**src/rtl/cva6v_config_pkg.sv**
```systemverilog
// rtl/cva6v_config_pkg.sv - minimal core configuration and RVFI record type
package cva6v_config_pkg;

  typedef struct packed {
    int unsigned NrCommitPorts;
  } cva6_cfg_t;

  localparam cva6_cfg_t cva6_cfg_empty = '{NrCommitPorts: 2};

  typedef struct packed {
    logic        valid;
    logic        trap;
    logic [31:0] pc;
    logic [31:0] insn;
  } rvfi_instr_t;

endpackage

```
**src/rtl/rvfi_commit_serializer_if.sv**
```systemverilog
// rtl/rvfi_commit_serializer_if.sv - single-record output stream of the commit serializer
interface rvfi_commit_serializer_if #(
  parameter type         rec_t  = logic,
  parameter int unsigned PORT_W = 1,
  parameter int unsigned SEQ_W  = 32
);
  logic              out_valid_o;
  logic              out_ready_i;
  rec_t              out_rec_o;
  logic [PORT_W-1:0] out_port_o;
  logic [SEQ_W-1:0]  out_seq_o;

  modport master (
    output out_valid_o, out_rec_o, out_port_o, out_seq_o,
    input  out_ready_i
  );

  modport slave (
    input  out_valid_o, out_rec_o, out_port_o, out_seq_o,
    output out_ready_i
  );
endinterface

```
**src/rtl/rvfi_commit_serializer.sv**
```systemverilog
// rtl/rvfi_commit_serializer.sv - compacts multi-port RVFI commits into an in-order FIFO
// and drains one sequence-tagged record per cycle.
module rvfi_commit_serializer #(
  parameter cva6v_config_pkg::cva6_cfg_t CVA6Cfg = cva6v_config_pkg::cva6_cfg_empty,
  parameter type         rvfi_instr_t = cva6v_config_pkg::rvfi_instr_t,
  parameter int unsigned DEPTH        = 8,
  parameter int unsigned SEQ_W        = 32,
  localparam int unsigned NP          = CVA6Cfg.NrCommitPorts,
  localparam int unsigned PORT_W      = (NP > 1) ? $clog2(NP) : 1,
  localparam int unsigned LVL_W       = $clog2(DEPTH + 1)
) (
  input  logic                    clk_i,
  input  logic                    rst_ni,
  input  rvfi_instr_t [NP-1:0]    rvfi_i,
  input  logic                    flush_i,
  rvfi_commit_serializer_if.master out_if,
  output logic [LVL_W-1:0]        level_o,
  output logic                    overflow_o,
  output logic [15:0]             drop_cnt_o
);

  localparam int unsigned PTR_W = (DEPTH > 1) ? $clog2(DEPTH) : 1;
  localparam int unsigned CNT_W = $clog2(NP + 1);

  rvfi_instr_t       rec_mem_q  [DEPTH];
  logic [PORT_W-1:0] port_mem_q [DEPTH];
  logic [SEQ_W-1:0]  seq_mem_q  [DEPTH];

  logic [PTR_W-1:0] wptr_q, wptr_d, rptr_q, rptr_d;
  logic [LVL_W-1:0] level_q, level_d;
  logic [SEQ_W-1:0] seq_q, seq_d;
  logic             overflow_q, overflow_d;
  logic [15:0]      drop_cnt_q, drop_cnt_d;

  logic [NP-1:0]    live;
  logic [CNT_W-1:0] offset [NP];
  logic [PTR_W-1:0] slot   [NP];
  logic [CNT_W-1:0] n_live;
  logic [LVL_W:0]   space;
  logic [16:0]      drop_sum;
  logic             pop, push, drop;

  // Each live port's slot offset is the number of live ports below it.
  always_comb begin
    n_live = '0;
    for (int i = 0; i < int'(NP); i++) begin
      live[i]   = rvfi_i[i].valid | rvfi_i[i].trap;
      offset[i] = n_live;
      slot[i]   = wptr_q + PTR_W'(offset[i]);
      n_live    = n_live + CNT_W'(live[i]);
    end
  end

  assign pop   = out_if.out_valid_o & out_if.out_ready_i;
  assign space = (LVL_W+1)'(DEPTH) - {1'b0, level_q} + (LVL_W+1)'(pop);
  assign push  = !flush_i && (n_live != '0) && ((LVL_W+1)'(n_live) <= space);
  assign drop  = !flush_i && ((LVL_W+1)'(n_live) > space);

  always_comb begin
    wptr_d     = wptr_q;
    rptr_d     = rptr_q;
    level_d    = level_q;
    seq_d      = seq_q + SEQ_W'(n_live);
    overflow_d = overflow_q;
    drop_cnt_d = drop_cnt_q;
    drop_sum   = {1'b0, drop_cnt_q} + 17'(n_live);
    if (flush_i) begin
      wptr_d  = '0;
      rptr_d  = '0;
      level_d = '0;
    end else begin
      if (push) wptr_d = wptr_q + PTR_W'(n_live);
      if (pop)  rptr_d = rptr_q + 1'b1;
      level_d = level_q + (push ? LVL_W'(n_live) : '0) - LVL_W'(pop);
      if (drop) begin
        overflow_d = 1'b1;
        drop_cnt_d = drop_sum[16] ? 16'hFFFF : drop_sum[15:0];
      end
    end
  end

  always_ff @(posedge clk_i or negedge rst_ni) begin
    if (!rst_ni) begin
      wptr_q     <= '0;
      rptr_q     <= '0;
      level_q    <= '0;
      seq_q      <= '0;
      overflow_q <= 1'b0;
      drop_cnt_q <= '0;
      for (int j = 0; j < int'(DEPTH); j++) begin
        rec_mem_q[j]  <= '0;
        port_mem_q[j] <= '0;
        seq_mem_q[j]  <= '0;
      end
    end else begin
      wptr_q     <= wptr_d;
      rptr_q     <= rptr_d;
      level_q    <= level_d;
      seq_q      <= seq_d;
      overflow_q <= overflow_d;
      drop_cnt_q <= drop_cnt_d;
      // Only free slots are written, so a stalled head is never overwritten.
      if (push) begin
        for (int i = 0; i < int'(NP); i++) begin
          if (live[i]) begin
            rec_mem_q[slot[i]]  <= rvfi_i[i];
            port_mem_q[slot[i]] <= PORT_W'(i);
            seq_mem_q[slot[i]]  <= seq_q + SEQ_W'(offset[i]);
          end
        end
      end
    end
  end

  assign out_if.out_valid_o = (level_q != '0);
  assign out_if.out_rec_o   = rec_mem_q[rptr_q];
  assign out_if.out_port_o  = port_mem_q[rptr_q];
  assign out_if.out_seq_o   = seq_mem_q[rptr_q];
  assign level_o            = level_q;
  assign overflow_o         = overflow_q;
  assign drop_cnt_o         = drop_cnt_q;

endmodule

```
**src/flat_wrapper.sv**
```systemverilog
// flat-port wrapper written by rule: the top's interface ports become plain ports
module rvfi_commit_serializer_flat import cva6v_config_pkg::*;
#(
  parameter cva6v_config_pkg::cva6_cfg_t CVA6Cfg = cva6v_config_pkg::cva6_cfg_empty,
  parameter type         rvfi_instr_t = cva6v_config_pkg::rvfi_instr_t,
  parameter int unsigned DEPTH        = 8,
  parameter int unsigned SEQ_W        = 32,
  localparam int unsigned NP          = CVA6Cfg.NrCommitPorts,
  localparam int unsigned PORT_W      = (NP > 1) ? $clog2(NP) : 1,
  localparam int unsigned LVL_W       = $clog2(DEPTH + 1)
)
  (clk_i, rst_ni, rvfi_i, flush_i, level_o, overflow_o, drop_cnt_o, out_if_out_valid_o, out_if_out_rec_o, out_if_out_port_o, out_if_out_seq_o, out_if_out_ready_i);
  rvfi_commit_serializer_if #(.rec_t(rvfi_instr_t), .PORT_W(1), .SEQ_W(SEQ_W)) out_if_i ();
  input  logic clk_i;
  input  logic rst_ni;
  input  rvfi_instr_t [NP-1:0] rvfi_i;
  input  logic flush_i;
  output logic [LVL_W-1:0] level_o;
  output logic overflow_o;
  output logic [15:0] drop_cnt_o;
  output wire logic [$bits(out_if_i.out_valid_o)-1:0] out_if_out_valid_o;
  output wire logic [$bits(out_if_i.out_rec_o)-1:0] out_if_out_rec_o;
  output wire logic [$bits(out_if_i.out_port_o)-1:0] out_if_out_port_o;
  output wire logic [$bits(out_if_i.out_seq_o)-1:0] out_if_out_seq_o;
  input wire logic [$bits(out_if_i.out_ready_i)-1:0] out_if_out_ready_i;
  assign out_if_out_valid_o = out_if_i.out_valid_o;
  assign out_if_out_rec_o = out_if_i.out_rec_o;
  assign out_if_out_port_o = out_if_i.out_port_o;
  assign out_if_out_seq_o = out_if_i.out_seq_o;
  assign out_if_i.out_ready_i = out_if_out_ready_i;
  rvfi_commit_serializer #(.CVA6Cfg(CVA6Cfg), .rvfi_instr_t(rvfi_instr_t), .DEPTH(DEPTH), .SEQ_W(SEQ_W)) u_core (.clk_i(clk_i), .rst_ni(rst_ni), .rvfi_i(rvfi_i), .flush_i(flush_i), .out_if(out_if_i), .level_o(level_o), .overflow_o(overflow_o), .drop_cnt_o(drop_cnt_o));
endmodule
```
**config.mk**
```make
export PLATFORM = sky130hd
export DESIGN_NAME = rvfi_commit_serializer_flat
export DESIGN_NICKNAME = d
export VERILOG_FILES = /design/src/rtl/cva6v_config_pkg.sv /design/src/rtl/rvfi_commit_serializer_if.sv /design/src/rtl/rvfi_commit_serializer.sv /design/src/flat_wrapper.sv
export SDC_FILE = /design/constraint.sdc
export NUM_CORES = 2
export LEC_CHECK = 0
export ABC_AREA = 0
export ABC_CLOCK_PERIOD_IN_PS = 10400
export CAP_MARGIN = 20
export CORE_UTILIZATION = 48
export DETAILED_ROUTE_END_ITERATION = 8
export PLACE_DENSITY = 0.7
export SYNTH_ARGS = -nofsm -noshare
export SYNTH_HDL_FRONTEND = slang
export SYNTH_SLANG_ARGS = --single-unit
```
**constraint.sdc**
```tcl
create_clock -name clk_i -period 10.4 [get_ports clk_i]
set_clock_uncertainty 0.15 [all_clocks]
set_input_delay 2.6 -clock clk_i [delete_from_list [all_inputs] [get_ports clk_i]]
set_output_delay 2.6 -clock clk_i [all_outputs]
set_load 0.01 [all_outputs]
```
Word-level counts from Yosys, hierarchy flattened --
Index checks and enable logic that the tools add are counted.
Word-level totals: bits in registers 851, output and inout bits 121, word-level logic and storage cells 134
Cells by class: $add $sub $neg 11, $lt $le $gt $ge 7, mux-type cells 41, bitwise operators 10, reduce and logical (&&, ||, !) cells 11
Operator list (number):
- $mux 528 | 3
- $bwmux 528 | 2
- $mux 256 | 3
- $bwmux 256 | 2
- $demux 66 s3 | 2
- $mux 66 | 4
- $bmux 66 s3 | 1
- $demux 32 s3 | 2
- $mux 32 | 4
- $bmux 32 s3 | 1
- $add 32x1->32 | 1
- $add 32x2->32 | 1
- $mux 8 | 3
- $add 16x2->17 | 1
- $mux 16 | 1
- $ge 4x4->1 const B | 3
- $mux 3 | 4
- $not 3->4 | 3
- $and 8x8->8 | 1
- $lt 4x1->1 const B | 2
- $not 8->8 | 1
- $or 8x8->8 | 1
- $demux 1 s3 | 2
- $reduce_bool 2->1 | 3
- other kinds (21) | 29

Logic depth before layout (Yosys ltp) --
depth after elaboration 11, gate-level depth with buffers 24, gate-level depth less buffers 20

Worst setup path before layout --
Ideal clock, no wire load.
kind input port to flip-flop, from input rvfi_i[65] (netlist name), to register u_core.level_q[3] (netlist: u_core.level_o[3]), data arrival time 7.154 ns, data required time 10.118 ns, setup slack 2.964 ns, stages on the path 22, path buffers 8, cell sequence clkbuf_1 > or2_2 > buf_2 > clkbuf_1 > clkbuf_1 > ha_1 > ha_1 > nor2b_1 > o21ai_0 > o221a_2 > buf_2 > clkbuf_1 > clkbuf_1 > clkbuf_1 > nand2_1 > ha_1 > inv_1 > ha_1 > a21o_1 > a21oi_1 > xnor2_1 > nor2_1
Between the ends: word-level cells in the longest chain between the ends 9, elaborated cells between the ends (all ways) 10, classes of those cells add/sub: 3; order compare: 1; mux: 2; bitwise: 1; reduce/logical: 3
Ends and longest elaborated chain:
- start, declared | line flat_wrapper.sv:16 | input rvfi_instr_t [NP-1:0] rvfi_i;
- $or 1x1->1 * | line rvfi_commit_serializer.sv:47 | live[i] = rvfi_i[i].valid | rvfi_i[i].trap;
- $add 1x1->2 * | line rvfi_commit_serializer.sv:50 | n_live = n_live + CNT_W'(live[i]);
- branches (longest 3 deep; another with $le 2x5->1)
- $mux 2 * | line rvfi_commit_serializer.sv:74 | level_d = level_q + (push ? LVL_W'(n_live) : '0) - LVL_W'(pop);
- $add 4x4->4 * | line rvfi_commit_serializer.sv:74
- $sub 4x1->4 * | line rvfi_commit_serializer.sv:74
- $mux 4 * | line rvfi_commit_serializer.sv:67 | if (flush_i) begin
- net u_core.level_d[3] | line rvfi_commit_serializer.sv:30 | logic [LVL_W-1:0] level_q, level_d;
- end signal, assigned | line rvfi_commit_serializer.sv:98 | level_q <= level_d;
- end, declared | line rvfi_commit_serializer.sv:30
Mark *: on every way through the listed nets, which the timed path passes. A chain may end at the register's enable or synchronous reset.

Worst setup path after layout --
from input rvfi_i[65] (netlist name), to register u_core.rec_mem_q[498] (netlist name)
Between the ends: word-level cells in the longest chain between the ends 9, elaborated cells between the ends (all ways) 17, classes of those cells add/sub: 2; order compare: 3; mux: 6; bitwise: 2; reduce/logical: 4
Ends and longest elaborated chain:
- $or 1x1->1 * | line rvfi_commit_serializer.sv:47
- $add 3x1->3 | line rvfi_commit_serializer.sv:49 | slot[i] = wptr_q + PTR_W'(offset[i]);
- $not 3->4 (not written as such) | line rvfi_commit_serializer.sv:106 | rec_mem_q[slot[i]] <= rvfi_i[i];
- $ge 4x4->1 (not written as such) / $lt 4x1->1 (equally long branches) | line rvfi_commit_serializer.sv:106
- $logic_and 1x1->1 (not written as such) | line rvfi_commit_serializer.sv:106
- $mux 66 (not written as such) | line rvfi_commit_serializer.sv:106
- $demux 66 s3 | line rvfi_commit_serializer.sv:106
- $bwmux 528 | line rvfi_commit_serializer.sv:106
- $mux 528 | line rvfi_commit_serializer.sv:105 | if (live[i]) begin
- end signal, assigned by index | line rvfi_commit_serializer.sv:106
- end, declared | line rvfi_commit_serializer.sv:25 | rvfi_instr_t rec_mem_q [DEPTH];
Mark *: on every way between the ends. The rest lies on a longest branch, timed or not. The select of a mux whose other input is x is not followed.

==> results.sh <==
export IMPL_status="complete, no violations"
export IMPL_grt_max_degree=149
export IMPL_crit_required_ns=10.82
export IMPL_r2r_setup_slack_ns=4.59
export IMPL_layout_commonest_cell="dfrtp_1"
export IMPL_ys_seq_elements=851
export IMPL_postSynth_asyncResetShare_pct=100
export IMPL_cp_depth=10
export IMPL_cts_tree="built"
export IMPL_avgSynthCellArea_um2=10.7
export IMPL_synth_cells=4369
export IMPL_final_cell_mix="dfrtp_1, o22ai_1, a2bb2oi_1"
export IMPL_crit_chain="clkdlybuf4s50_1 > or2_4 > ha_1 > ha_1 > xnor2_2 > buf_4 > nand3_4 > a21oi_4 > buf_12 > a2bb2oi_1"
export IMPL_drt_wl_total_mm=174
export IMPL_gp_congestion=0.920
export IMPL_ys_seq_area_share_pct=45.6
export IMPL_fin_crit_ns=7.45
export IMPL_r2r_end="u_core.rec_mem_q[384]"
export IMPL_die_h_um=314
export IMPL_drt_iter0_drc=5904
export IMPL_fmax_mhz=134
export IMPL_root_buffer="clkbuf_16"
export IMPL_syn_area_mm2=0.0467
export IMPL_ant_nets=0
export IMPL_worstSetupStartpointType="input port"
export IMPL_clk_pin_slew_ns=0.06
export IMPL_cp_common_cell="ha_1"
export IMPL_drv_slew=0
export IMPL_drive_gt1_share_pct=14.3
export IMPL_fin_util_pct=55.2
export IMPL_yosysUniqueCellTypes=71
export IMPL_yosys_most_used_dff="dfrtp_1"
export IMPL_io_pins=257
export IMPL_ir_drop_mv=0.238
export IMPL_h_tree_depth=3
export IMPL_syn_num_nets=4532
export IMPL_rr_worst_depth=15
export IMPL_dp_cells=5422
export IMPL_grt_pass1_wl_mm=263
export IMPL_die_w_um=314
export IMPL_holdWs_ns=0.319
export IMPL_die_area_mm2=0.0986
export IMPL_via_count=41925
export IMPL_area_growth_syn_to_layout_pct=14.0
export IMPL_grt_overflow=0
export IMPL_clk_path_buf_depth=3
export IMPL_firstDrtPassIters=8
export IMPL_finalSetupViolCount=0
export IMPL_routedWlPerCell_um=30.9
export IMPL_cts_buffers=94
export IMPL_max_stage_delay_ns=1.14
export IMPL_hold_viol_final=0
export IMPL_hp_class="reg2reg"
export IMPL_powerDensity_mw_per_mm2=303
export IMPL_cp_arrival_ns=7.87
export IMPL_final_cells=5613
export IMPL_critPathMaxFanout=49
export IMPL_rows=114
export IMPL_antenna_found_initial=21
export IMPL_critPathCaptureType="flop"
export IMPL_startpoint="rvfi_i[65]"
export IMPL_cts_sinks=851
export IMPL_maxCapViolCount=0
export IMPL_core_area_mm2=0.0966
export IMPL_start_util_pct=48.4
export IMPL_synth_warnings=0
export IMPL_port_buffers=256
export IMPL_leakage_nw=20.6
export IMPL_grt_pass1_vias=41132
export IMPL_cts_setup_buffers=0
export IMPL_timing_rr_start="u_core.level_o[3]"
export IMPL_post_drt_via_cell_ratio=7.47
export IMPL_grt_usage_pct=34.7
export IMPL_critical_path_slowest_cell="a21oi_4"
export IMPL_cts_repair_resized=0
export IMPL_finalCritPeriodShare_pct=71.6
export IMPL_crit_buf_inv=3
export IMPL_slew_headroom_pct=20.4
export IMPL_synth_edf_count=0
export IMPL_fin_tns_setup_ns=0
export IMPL_critPathKind="in2reg"
export IMPL_rsz0062_at_grt="false"
export IMPL_tightest_slew_ns=1.19
export IMPL_route_detailed_drc=0
export IMPL_cts_hold_buf=0
export IMPL_fin_nets=4410
export IMPL_dp_hpwl_mm=95.9
export IMPL_crit_path_end="u_core.rec_mem_q[498]"
export IMPL_clock_latency_ns=0.68
export IMPL_crit_family="buffers and inverters"
==> how the worst min path moves through the flow <==
stage / from / end / slack, ns / cells after the start
after global routing: u_core.rec_mem_q[322] / u_core.rec_mem_q[322] / 0.35 / 1
after global placement: u_core.overflow_o / u_core.overflow_o / 0.31 / 1
after detailed placement: u_core.overflow_o / u_core.overflow_o / 0.31 / 1
after floorplan: u_core.rec_mem_q[101] / u_core.rec_mem_q[101] / 0.30 / 1
final: u_core.overflow_o / u_core.overflow_o / 0.32 / 1
after CTS: u_core.overflow_o / u_core.overflow_o / 0.33 / 1
==> report_power, final <==
part	leakage (nW)	switching [mW]	internal (mW)
clock network	1.61	1.44	2.11
logic	8.44	3.94	3.24
registers	10.5	0.879	4.53
==> registers in the layout, indices dropped and copies added, names as in the netlist <==
name and count:
u_core.wptr_q 3, u_core.seq_q 32, u_core.rptr_q 3, u_core.drop_cnt_o 16
u_core.level_o 4, u_core.port_mem_q 8, u_core.overflow_o 1, u_core.seq_mem_q 256
u_core.rec_mem_q 528
==> cell type report <==
cell class	count	area, um^2
Antenna cell	15	37.5
Inverter	30	113
Clock inverter	31	438
Tap cell	1276	1600
Timing Repair Buffer	356	3480
Multi-Input combinational cell	2914	23500
Sequential cell	851	21300
Fill cell	8077	43300
Clock buffer	140	2810
==> cell families (layout without fill, tap and decap cells) <==
group	after synthesis	in the layout	share of synthesized area [%]
and+or+nand+nor	825	825	8.87
DFF	851	851	45.6
muxes	303	303	12.1
buffers and inverters	604	557	4.92
adders and majority gates	27	27	0.787
AOI/OAI and AO/OA	1715	1715	26.9
xor gates and xnor gates	44	44	0.857
other	0	15	0
==> layer usage <==
metal / up-vias / share of wire (%) / global-route usage [%]
met5: - / 0.041 / 0.145
met4: 12 / 4.3 / 16.5
met3: 537 / 12 / 9.45
met2: 3171 / 45 / 51.8
met1: 21118 / 38 / 46.8
li1: 17087 / - / -
==> Yosys cell counts, drive strengths merged, types with 11 or more instances <==
master,count,area [um^2]
nand3,72,360
or4,11,82.6
clkbuf,476,1790
nand4,39,250
xor2,23,209
o21ai,138,691
and4,11,96.3
nor4,65,450
mux2,101,1140
a2bb2oi,332,2910
nor3,209,1050
o211ai,17,128
nor2b,13,81.3
a31oi,69,432
mux4,198,4460
xnor2,21,191
a22oi,20,150
a32oi,22,193
dfrtp,851,21300
a21oi,252,1260
and2,16,100
buf,98,402
nand2,228,856
o22ai,361,2260
o2bb2ai,191,1670
ha,23,288
inv,28,105
nor2,88,333
and3,41,257
a22o,134,1170
a221o,113,1130
==> per-stage QoR <==
stage	setup WS, ns	total power, mW	instance area [um^2]
floorplan	2.96	9.76	46700
global placement	2.57	12.2	49900
detailed placement	2.42	12.4	49900
CTS	3.12	16.0	53200
global route	2.85	16.7	53300
finish	2.95	16.1	53300
No activity file was read; power rests on OpenSTA's default activity.
